## config.mk

```make
export PLATFORM = sky130hd
export DESIGN_NAME = move_input_ctrl
export DESIGN_NICKNAME = d
export VERILOG_FILES = /design/src/rtl/move_input_ctrl_pkg.sv /design/src/rtl/move_input_ctrl_button_debounce.sv /design/src/rtl/move_input_ctrl.sv
export SDC_FILE = /design/constraint.sdc
export NUM_CORES = 1
export LEC_CHECK = 0
export BUFFER_PORTS_ARGS = -buffer_cell sky130_fd_sc_hd__buf_4
export CORE_ASPECT_RATIO = 0.8
export CORE_MARGIN = 8
export CORE_UTILIZATION = 40
export DETAILED_ROUTE_END_ITERATION = 8
export HOLD_SLACK_MARGIN = 0.08
export PLACE_DENSITY = 0.57
export SYNTH_ARGS = -nofsm -noshare
export SYNTH_HDL_FRONTEND = slang
export SYNTH_SLANG_ARGS = --single-unit
```

## constraint.sdc

```tcl
create_clock -name clk -period 5.26 [get_ports clk]
set_input_delay 1.052 -clock clk [delete_from_list [all_inputs] [get_ports clk]]
set_output_delay 1.052 -clock clk [all_outputs]
set_load 0.02 [all_outputs]
```

## src/rtl/move_input_ctrl_pkg.sv

```systemverilog
// Shared definitions for the tic-tac-toe move input path: cell codes, grid
// geometry, FSM encoding, button indices and cursor helpers.
package move_input_ctrl_pkg;

  localparam logic [1:0] CELL_EMPTY = 2'd0;
  localparam logic [1:0] CELL_P1    = 2'd1;
  localparam logic [1:0] CELL_P2    = 2'd2;

  localparam int NUM_CELLS = 9;
  localparam int GRID_W    = 3;
  localparam int BOARD_W   = 2 * NUM_CELLS;

  localparam int BTN_UP      = 0;
  localparam int BTN_DOWN    = 1;
  localparam int BTN_LEFT    = 2;
  localparam int BTN_RIGHT   = 3;
  localparam int BTN_CONFIRM = 4;
  localparam int NUM_BTNS    = 5;

  typedef enum logic [1:0] {
    ST_IDLE    = 2'd0,
    ST_OFFER   = 2'd1,
    ST_RELEASE = 2'd2
  } state_t;

  // Enumeration order mirrors the arbitration order: Up > Down > Left > Right.
  typedef enum logic [2:0] {
    DIR_NONE  = 3'd0,
    DIR_UP    = 3'd1,
    DIR_DOWN  = 3'd2,
    DIR_LEFT  = 3'd3,
    DIR_RIGHT = 3'd4
  } dir_t;

  function automatic dir_t pick_dir(input logic up, input logic down,
                                    input logic left, input logic right);
    if (up)         return DIR_UP;
    else if (down)  return DIR_DOWN;
    else if (left)  return DIR_LEFT;
    else if (right) return DIR_RIGHT;
    else            return DIR_NONE;
  endfunction

  // Moves one step in the requested direction, saturating at the board edge.
  function automatic logic [3:0] step_cursor(input logic [3:0] cur, input dir_t dir);
    logic [3:0] r;
    logic [3:0] c;
    r = cur / 4'(GRID_W);
    c = cur % 4'(GRID_W);
    case (dir)
      DIR_UP:    if (r != 4'd0)              r = r - 4'd1;
      DIR_DOWN:  if (r != 4'(GRID_W - 1))    r = r + 4'd1;
      DIR_LEFT:  if (c != 4'd0)              c = c - 4'd1;
      DIR_RIGHT: if (c != 4'(GRID_W - 1))    c = c + 4'd1;
      default:   ;
    endcase
    return r * 4'(GRID_W) + c;
  endfunction

  function automatic logic [1:0] cell_at(input logic [BOARD_W-1:0] b, input logic [3:0] idx);
    logic [1:0] v;
    v = CELL_EMPTY;
    for (int i = 0; i < NUM_CELLS; i++) begin
      if (idx == 4'(i)) v = b[2*i +: 2];
    end
    return v;
  endfunction

endpackage

```

## src/rtl/move_input_ctrl_button_debounce.sv

```systemverilog
// One raw button: 2-flop synchroniser, stability-counter debounce and a
// registered single-cycle press pulse on the debounced rising edge.
module button_debounce #(
  parameter int DEBOUNCE_CYCLES = 500000,
  parameter int CNT_W           = 20
) (
  input  logic clk,
  input  logic reset,
  input  logic raw,
  output logic level,
  output logic press
);

  localparam logic [CNT_W-1:0] CNT_LAST = CNT_W'(DEBOUNCE_CYCLES - 1);

  logic             sync_p0;
  logic             sync_p1;
  logic             level_d;
  logic [CNT_W-1:0] cnt;

  always_ff @(posedge clk or posedge reset) begin
    if (reset) begin
      sync_p0 <= 1'b0;
      sync_p1 <= 1'b0;
      level   <= 1'b0;
      level_d <= 1'b0;
      press   <= 1'b0;
      cnt     <= '0;
    end else begin
      sync_p0 <= raw;
      sync_p1 <= sync_p0;
      level_d <= level;
      press   <= level & ~level_d;
      // Any return to the current debounced level restarts the stability window.
      if (sync_p1 != level) begin
        if (cnt == CNT_LAST) begin
          level <= ~level;
          cnt   <= '0;
        end else begin
          cnt <= cnt + CNT_W'(1);
        end
      end else begin
        cnt <= '0;
      end
    end
  end

endmodule

```

## src/rtl/move_input_ctrl.sv

```systemverilog
// Debounces the five player buttons, tracks the 3x3 cursor and offers one
// validated move per confirm press to the board/turn controller.
module move_input_ctrl
  import move_input_ctrl_pkg::*;
#(
  parameter int DEBOUNCE_CYCLES = 500000,
  parameter int CNT_W           = 20
) (
  input  logic               clk,
  input  logic               reset,
  input  logic               btn_up,
  input  logic               btn_down,
  input  logic               btn_left,
  input  logic               btn_right,
  input  logic               btn_confirm,
  input  logic [BOARD_W-1:0] board,
  input  logic [1:0]         turn,
  input  logic               game_over,
  input  logic               move_ready,
  output logic               move_valid,
  output logic [3:0]         move_addr,
  output logic [1:0]         move_value,
  output logic [3:0]         cursor,
  output logic               reject
);

  logic [NUM_BTNS-1:0] raw_btn;
  logic [NUM_BTNS-1:0] lvl;
  logic [NUM_BTNS-1:0] prs;
  state_t              state;
  dir_t                dir;
  logic                occupied;
  logic                turn_ok;

  assign raw_btn[BTN_UP]      = btn_up;
  assign raw_btn[BTN_DOWN]    = btn_down;
  assign raw_btn[BTN_LEFT]    = btn_left;
  assign raw_btn[BTN_RIGHT]   = btn_right;
  assign raw_btn[BTN_CONFIRM] = btn_confirm;

  for (genvar g = 0; g < NUM_BTNS; g++) begin : g_btn
    button_debounce #(
      .DEBOUNCE_CYCLES(DEBOUNCE_CYCLES),
      .CNT_W          (CNT_W)
    ) u_db (
      .clk  (clk),
      .reset(reset),
      .raw  (raw_btn[g]),
      .level(lvl[g]),
      .press(prs[g])
    );
  end

  assign dir      = pick_dir(prs[BTN_UP], prs[BTN_DOWN], prs[BTN_LEFT], prs[BTN_RIGHT]);
  assign occupied = (cell_at(board, cursor) != CELL_EMPTY);
  assign turn_ok  = (turn == CELL_P1) || (turn == CELL_P2);

  always_ff @(posedge clk or posedge reset) begin
    if (reset) begin
      state      <= ST_IDLE;
      cursor     <= 4'd0;
      move_valid <= 1'b0;
      move_addr  <= 4'd0;
      move_value <= 2'd0;
      reject     <= 1'b0;
    end else begin
      reject <= 1'b0;
      case (state)
        ST_IDLE: begin
          // The confirm below sees the pre-move cursor; the step lands next cycle.
          cursor <= step_cursor(cursor, dir);
          if (prs[BTN_CONFIRM] && !game_over) begin
            if (occupied || !turn_ok) begin
              reject <= 1'b1;
            end else begin
              state      <= ST_OFFER;
              move_valid <= 1'b1;
              move_addr  <= cursor;
              move_value <= turn;
            end
          end
        end
        ST_OFFER: begin
          if (game_over) begin
            move_valid <= 1'b0;
            state      <= ST_IDLE;
          end else if (move_ready) begin
            move_valid <= 1'b0;
            state      <= ST_RELEASE;
          end
        end
        ST_RELEASE: begin
          if (!lvl[BTN_CONFIRM]) state <= ST_IDLE;
        end
        default: state <= ST_IDLE;
      endcase
    end
  end

endmodule

```

Yosys cells after proc, flatten, opt, wreduce, memory -nomap -nowiden
Index checks and enable logic that the tools add are counted. Widths: inputs -> output; s select.

Bits in registers: 139. Bits of input ports: 29. Output and inout port bits: 12.

Add/sub/neg operators: 10. $mul: 1. Div/mod/pow operators: 2. Equal/unequal tests: 32. Muxes and demuxes: 45. Bitwise logic cells: 16. Reduce and logical (&&, ||, !) cells: 19.

Operators with widths (count): $mux 20 (10); $add 20x1->20 const B (5); $eq 20x19->1 const B (5); $mux 2 (14); $mux 4 (6); $eq 4x3->1 const B (4); $pmux 4 s2 (2); $mux 3 (4); $not 1->1 (11); $reduce_and 2->1 (5); $add 4x1->4 const B (2); $eq 4x2->1 const B (2); $ne 4x2->1 const B (2); $reduce_and 4->1 (2); $reduce_bool 4->1 (2); $sub 4x1->4 const B (2); $mux 1 (7); $eq 3x2->1 const B (2); $ne 2x2->1 const B (3); $pmux 2 s3 (1); $and 1x1->1 (5); $ne 1x1->1 (5); $add 4x4->4 (1); $div 4x2->4 const B (1); 17 further kinds (22).

Depth between registers and ports, before layout
Depth after elaboration: 15. Mapped depth: 29. Mapped depth without buffers: 25.

Modules after synthesis
From an unflattened synthesis, not the netlist that was laid out.

Cells, all modules: 766. Area, all modules: 7642.3 um2.

By module, submodules not included: button_debounce (times used 5, cells each 115, area an instance 1208.7 um2, sequential area each 625.6 um2); move_input_ctrl (times used 1, cells each 191, area an instance 1599.0 um2, sequential area each 350.3 um2).

Least setup slack after synthesis
No wires, ideal clock.

Path type: register -> register. Start: reg cursor[3]. End: reg cursor[3]. Library setup time: 87 ps. Data arrival time: 5554 ps. Data required time: 5173 ps. Slack: -381 ps. Stages on the path, launching flop included: 27. Buffers on the path: 4. Clock period less this slack: 5641 ps. Path through: dfrtp_1 -> nand2b_1 -> buf_2 -> inv_1 -> ha_1 -> inv_1 -> ha_1 -> buf_4 -> clkbuf_1 -> o21ai_0 -> ha_1 -> clkbuf_1 -> a211oi_2 -> o22ai_1 -> inv_1 -> ha_1 -> a21oi_1 -> a222oi_1 -> a21oi_1 -> fa_1 -> inv_1 -> fa_1 -> xnor2_1 -> xnor2_1 -> xnor2_1 -> a2111o_1 -> o211ai_1.

Longest elaborated chain between the ends: 7. Elaborated cells between the ends (all ways): 20. Classes of those cells: 5 x add/sub; 1 x mul; 2 x div; 2 x eq/ne; 8 x mux; 2 x reduce/logical.

RTL lines: start: declaration (RTL line move_input_ctrl.sv:23) `output logic [3:0] cursor,`; start signal: assignment (RTL line move_input_ctrl.sv:71) `cursor <= step_cursor(cursor, dir);`; $div 4x2->4 (RTL line move_input_ctrl_pkg.sv:48) `r = cur / 4'(GRID_W);`; $add 4x1->4, or another cell as far along (RTL line move_input_ctrl_pkg.sv:52) `DIR_DOWN: if (r != 4'(GRID_W - 1)) r = r + 4'd1;`; $mux 4, on equally long branches (RTL line move_input_ctrl_pkg.sv:52, move_input_ctrl_pkg.sv:51); $pmux 4 s2 (RTL line move_input_ctrl_pkg.sv:50) `case (dir)`; $mux 4 (RTL line move_input_ctrl.sv:68) `case (state)`; $mul 4x2->4 (RTL line move_input_ctrl_pkg.sv:57) `return r * 4'(GRID_W) + c;`; $add 4x4->4 (*) (RTL line move_input_ctrl_pkg.sv:57).

Every way passes the cells marked *; elsewhere a longest branch is shown, timed or not. The select of a mux whose other input is x is not followed. A chain may end at the register's enable or synchronous reset.

Worst setup path after layout
Start: reg cursor[2]. End: reg cursor[3].

The elaborated chain is that of the path after synthesis.

==> summary.md <==
| Metric | Value |
|---|---|
| DRC Markers | `0` |
| ANT nets after route | `0` |
| Cell Rows | `43` |
| Switch Pwr | `516 uW` |
| Relative slew slack | `32.4%` |
| Worst Slack Setup Final | `0.390 ns` |
| Core Area | `17300 sq um` |
| CTS tree | `built` |
| Yosys warns | `0` |
| Crit path kind | `reg -> reg` |
| Setup crit end kind | `flop` |
| I/O pins | `41` |
| Total GRT Usage | `13.3%` |
| Hold WS | `0.349 ns` |
| Worst slew pin tran | `1.01 ns` |
| Post-synth ARST share | `100%` |
| Worst R2R Setup Slack | `0.39 ns` |
| # H-tree levels | `4` |
| Vias in the first global route | `5109` |
| Pins Over Slew Limit | `0` |
| Min Tclk post-route | `4.87 ns` |
| Design Area, Final | `8290 sq um` |
| Vias | `5153` |
| Initial antenna violation count | `0` |
| Post-place setup slack | `0.0442 ns` |
| Num CTS Buffers | `17` |
| Height of the die | `135 microns` |
| Max clock buf depth | `2` |
| RD Place Congestion | `0.797` |
| Register share of total power | `44.2%` |
| Fin nets | `820` |
| Layout cells sized above 1 | `13.9%` |
| Mapped cell area | `7040 sq um` |
| Total die area | `22100 sq um` |
| Cells after Synth | `726` |
| Maximum Capacitance Violations | `0` |
| ANT cells | `0` |
| Internal | `1960 uW` |
| Part of the cycle the worst path needs | `92.6%` |
| CTS clock-pin slew for the worst setup and hold paths | `0.06 ns` |
| Peak VDD IR | `0.196 mV` |
| Most common flop cell mapped by yosys | `dfrtp_1` |
| Lkg Pwr | `0.00364 uW` |
| Iter 0 DRT Violations | `367` |
| Max Fclk | `205 MHz` |
| Post-synth EDFFs | `0` |
| Pre-antenna DRT Iters | `5` |
| Power share of the clock group | `52.7%` |
| PD cells | `298 nW/um^2` |
| Congestion Overflow GR | `0` |
| Syn Nets | `775` |
| Placed Area | `7600 sq um` |
| Clock skew | `0.00849 ns` |
| Seq/Total Area, Yosys | `49.4%` |
| Status | `finished, final reports clean` |
| Die X | `164 microns` |
| Worst Path Arrival | `5.20 ns` |
| Syn Area/Cell | `9.70 sq um` |
| Worst min path class | `reg -> reg` |
| Clock latency on the worst-skew pair | `0.41 ns` |
| Hold-fix buffers at CTS | `0` |
| Hpwl dp | `9.50 mm` |
| Final Hold Fails | `0` |
| Clock Sinks | `139` |
| Critical Path RT | `5.59 ns` |
| Crit start category | `flop` |
| Setup violators final | `0` |
| FF+latch count, synth | `139` |
| Input/output buffers | `40` |
| Vias/cell | `5.11` |
| Global-route wire length before repair | `24.4 mm` |
| Synth cell types | `59` |
| Largest net degree at the start of global routing | `117` |
| Final setup TNS | `0 ns` |
| Combinational share of power | `3.0%` |
| Root Buffer | `clkbuf_16` |
| Worst-path fanout max | `12` |
| Final wirelength | `14.0 mm` |
| Area growth from synthesis to layout | `17.7%` |
| Routed wire per std cell | `13.8 microns` |
| Switch share | `20.9%` |
| RSZ-0062 raised after global routing | `no` |
| Initial Util | `40.8%` |
-- sequential cells by signal (all words and copies together), names as in the netlist --
| name | cells |
|---|---|
| g_btn.u_db.level | 5 |
| g_btn.u_db.sync_p0 | 5 |
| move_valid | 1 |
| reject | 1 |
| state | 2 |
| move_addr | 4 |
| g_btn.u_db.cnt | 100 |
| g_btn.u_db.level_d | 5 |
| cursor | 4 |
| move_value | 2 |
| g_btn.u_db.sync_p1 | 5 |
| g_btn.u_db.press | 5 |
-- per-layer routing --
metal	routed length, microns	share of wire (%)	global-route usage [%]
met1	6930	50	18.1
met2	6210	44	20.0
met3	712	5.1	3.95
met4	112	0.80	4.18
met5	0	0	0
-- cell usage in the layout, fill, tap and decap left out, types with 3 or more instances in the layout --
cell type  netlist  layout
dfrtp_1        139     138
nor2_1         121     121
nand2_1         61      61
xor2_1          56      56
buf_4            1      48
nand3_1         41      41
xnor2_1         36      36
a21oi_1         23      23
o21ai_0         23      23
inv_1           23      22
clkbuf_16        0      17
nand4_1         16      16
and3_1          15      15
nor3_1          15      15
ha_1            17      15
or3_1           11      11
mux2_2          11      11
nor4b_1          9       9
nor2b_1          8       8
or2_2            7       7
nor4_1           7       7
nand2b_1         5       5
bufinv_16        0       5
nand3b_1         4       4
a211oi_1         4       4
mux2i_1          4       4
inv_6            0       4
nor3b_1          3       3
a31oi_1          3       3
o211ai_1         3       3
or2_1            3       3
fa_1             3       3
-- cells by family after synthesis --
family,Yosys count,synth area share (%)
simple gates,335,23.0
flops,139,49.4
buf+inv,47,2.70
xor+xnor,92,11.4
fa+ha+maj,20,3.87
compound gates,78,7.27
mux,15,2.33
-- critical path: stages, from the launching register on --
cell and delay [ns]:
dfrtp_1 0.38, buf_4 0.18, nand2b_1 0.23, ha_4 0.29
o311ai_2 0.48, a211oi_4 0.07, buf_12 0.17, xnor2_1 0.29
inv_1 0.13, ha_1 0.29, o22ai_1 0.08, a31oi_1 0.21
fa_1 0.46, inv_1 0.07, ha_1 0.13, inv_1 0.05
fa_1 0.37, xnor2_1 0.19, xnor2_1 0.16, xnor2_1 0.11
a2111o_1 0.35, o211ai_1 0.09
-- synth_stat cells, types with 3 or more instances --
cell type	number	share of area [%]
nand3_1	41	2.9
ha_1	17	3.0
o211ai_1	3	0.32
mux2_2	11	1.8
dfrtp_1	139	49
nor3_1	15	1.1
a211oi_1	4	0.43
nor4_1	7	0.62
or3_1	11	0.98
nand2b_1	5	0.44
or2_1	3	0.27
clkbuf_1	15	0.80
nor2b_1	8	0.71
nand2_1	61	3.3
fa_1	3	0.85
buf_1	4	0.21
a31oi_1	3	0.27
nor3b_1	3	0.32
xor2_1	56	7.0
or2_2	7	0.62
o21ai_0	23	1.6
nor2_1	121	6.4
nor4b_1	9	1.1
a21oi_1	23	1.6
and3_1	15	1.3
mux2i_1	4	0.57
nand3b_1	4	0.43
xnor2_1	36	4.5
inv_1	23	1.2
nand4_1	16	1.4
-- power groups by stage --
stage / registers [uW] / clock network, uW / logic, uW
2_1_floorplan: 1110 / 0 / 47.5
3_3_place_gp: 1110 / 0 / 75.1
3_5_place_dp: 1110 / 0 / 77.8
4_1_cts: 1090 / 1340 / 78.2
5_1_grt: 1100 / 1390 / 87.9
6_report: 1090 / 1300 / 74.7
-- what timing repair did --
item | CTS | global route
buffers inserted | 0 | 1
resized for setup | 0 | 3
endpoints found under the hold margin | 0 | 0
endpoints found under the setup margin | 0 | 1
-- path summary, 6_finish.rpt --
kind                       cells after the start                       startpoint                              end
min reg2reg                                    0  g_btn[0].u_db.sync_p0$_DFF_PP0_  g_btn[0].u_db.sync_p1$_DFF_PP0_
max                                           21            cursor[2]$_DFFE_PP0P_            cursor[3]$_DFFE_PP0P_
max reg2reg                                   21            cursor[2]$_DFFE_PP0P_            cursor[3]$_DFFE_PP0P_
min                                            0  g_btn[0].u_db.sync_p0$_DFF_PP0_  g_btn[0].u_db.sync_p1$_DFF_PP0_
max in group asynchronous                      3                            reset            cursor[3]$_DFFE_PP0P_
min in group asynchronous                      2                            reset  g_btn[1].u_db.cnt[10]$_DFF_PP0_
-- through the flow --
| step | util [%] | cells | power (uW) |
|---|---|---|---|
| 4_1_cts | 47.8 | 1008 | 2510 |
| 6_report | 48.0 | 1009 | 2470 |
| 3_3_place_gp | 44.0 | 976 | 1190 |
| 5_1_grt | 48.0 | 1009 | 2570 |
| 2_1_floorplan | - | 726 | 1160 |
| 3_5_place_dp | 44.0 | 976 | 1190 |
-- final cells by class --
class,instances,area [sq um]
Fill cell,1559,8980
Clock inverter,13,214
Multi-Input combinational cell,540,3400
Clock buffer,19,433
Inverter,24,95.1
Timing Repair Buffer,49,380
Tap cell,225,282
Sequential cell,139,3480
Power figures use the tool's default switching activity.
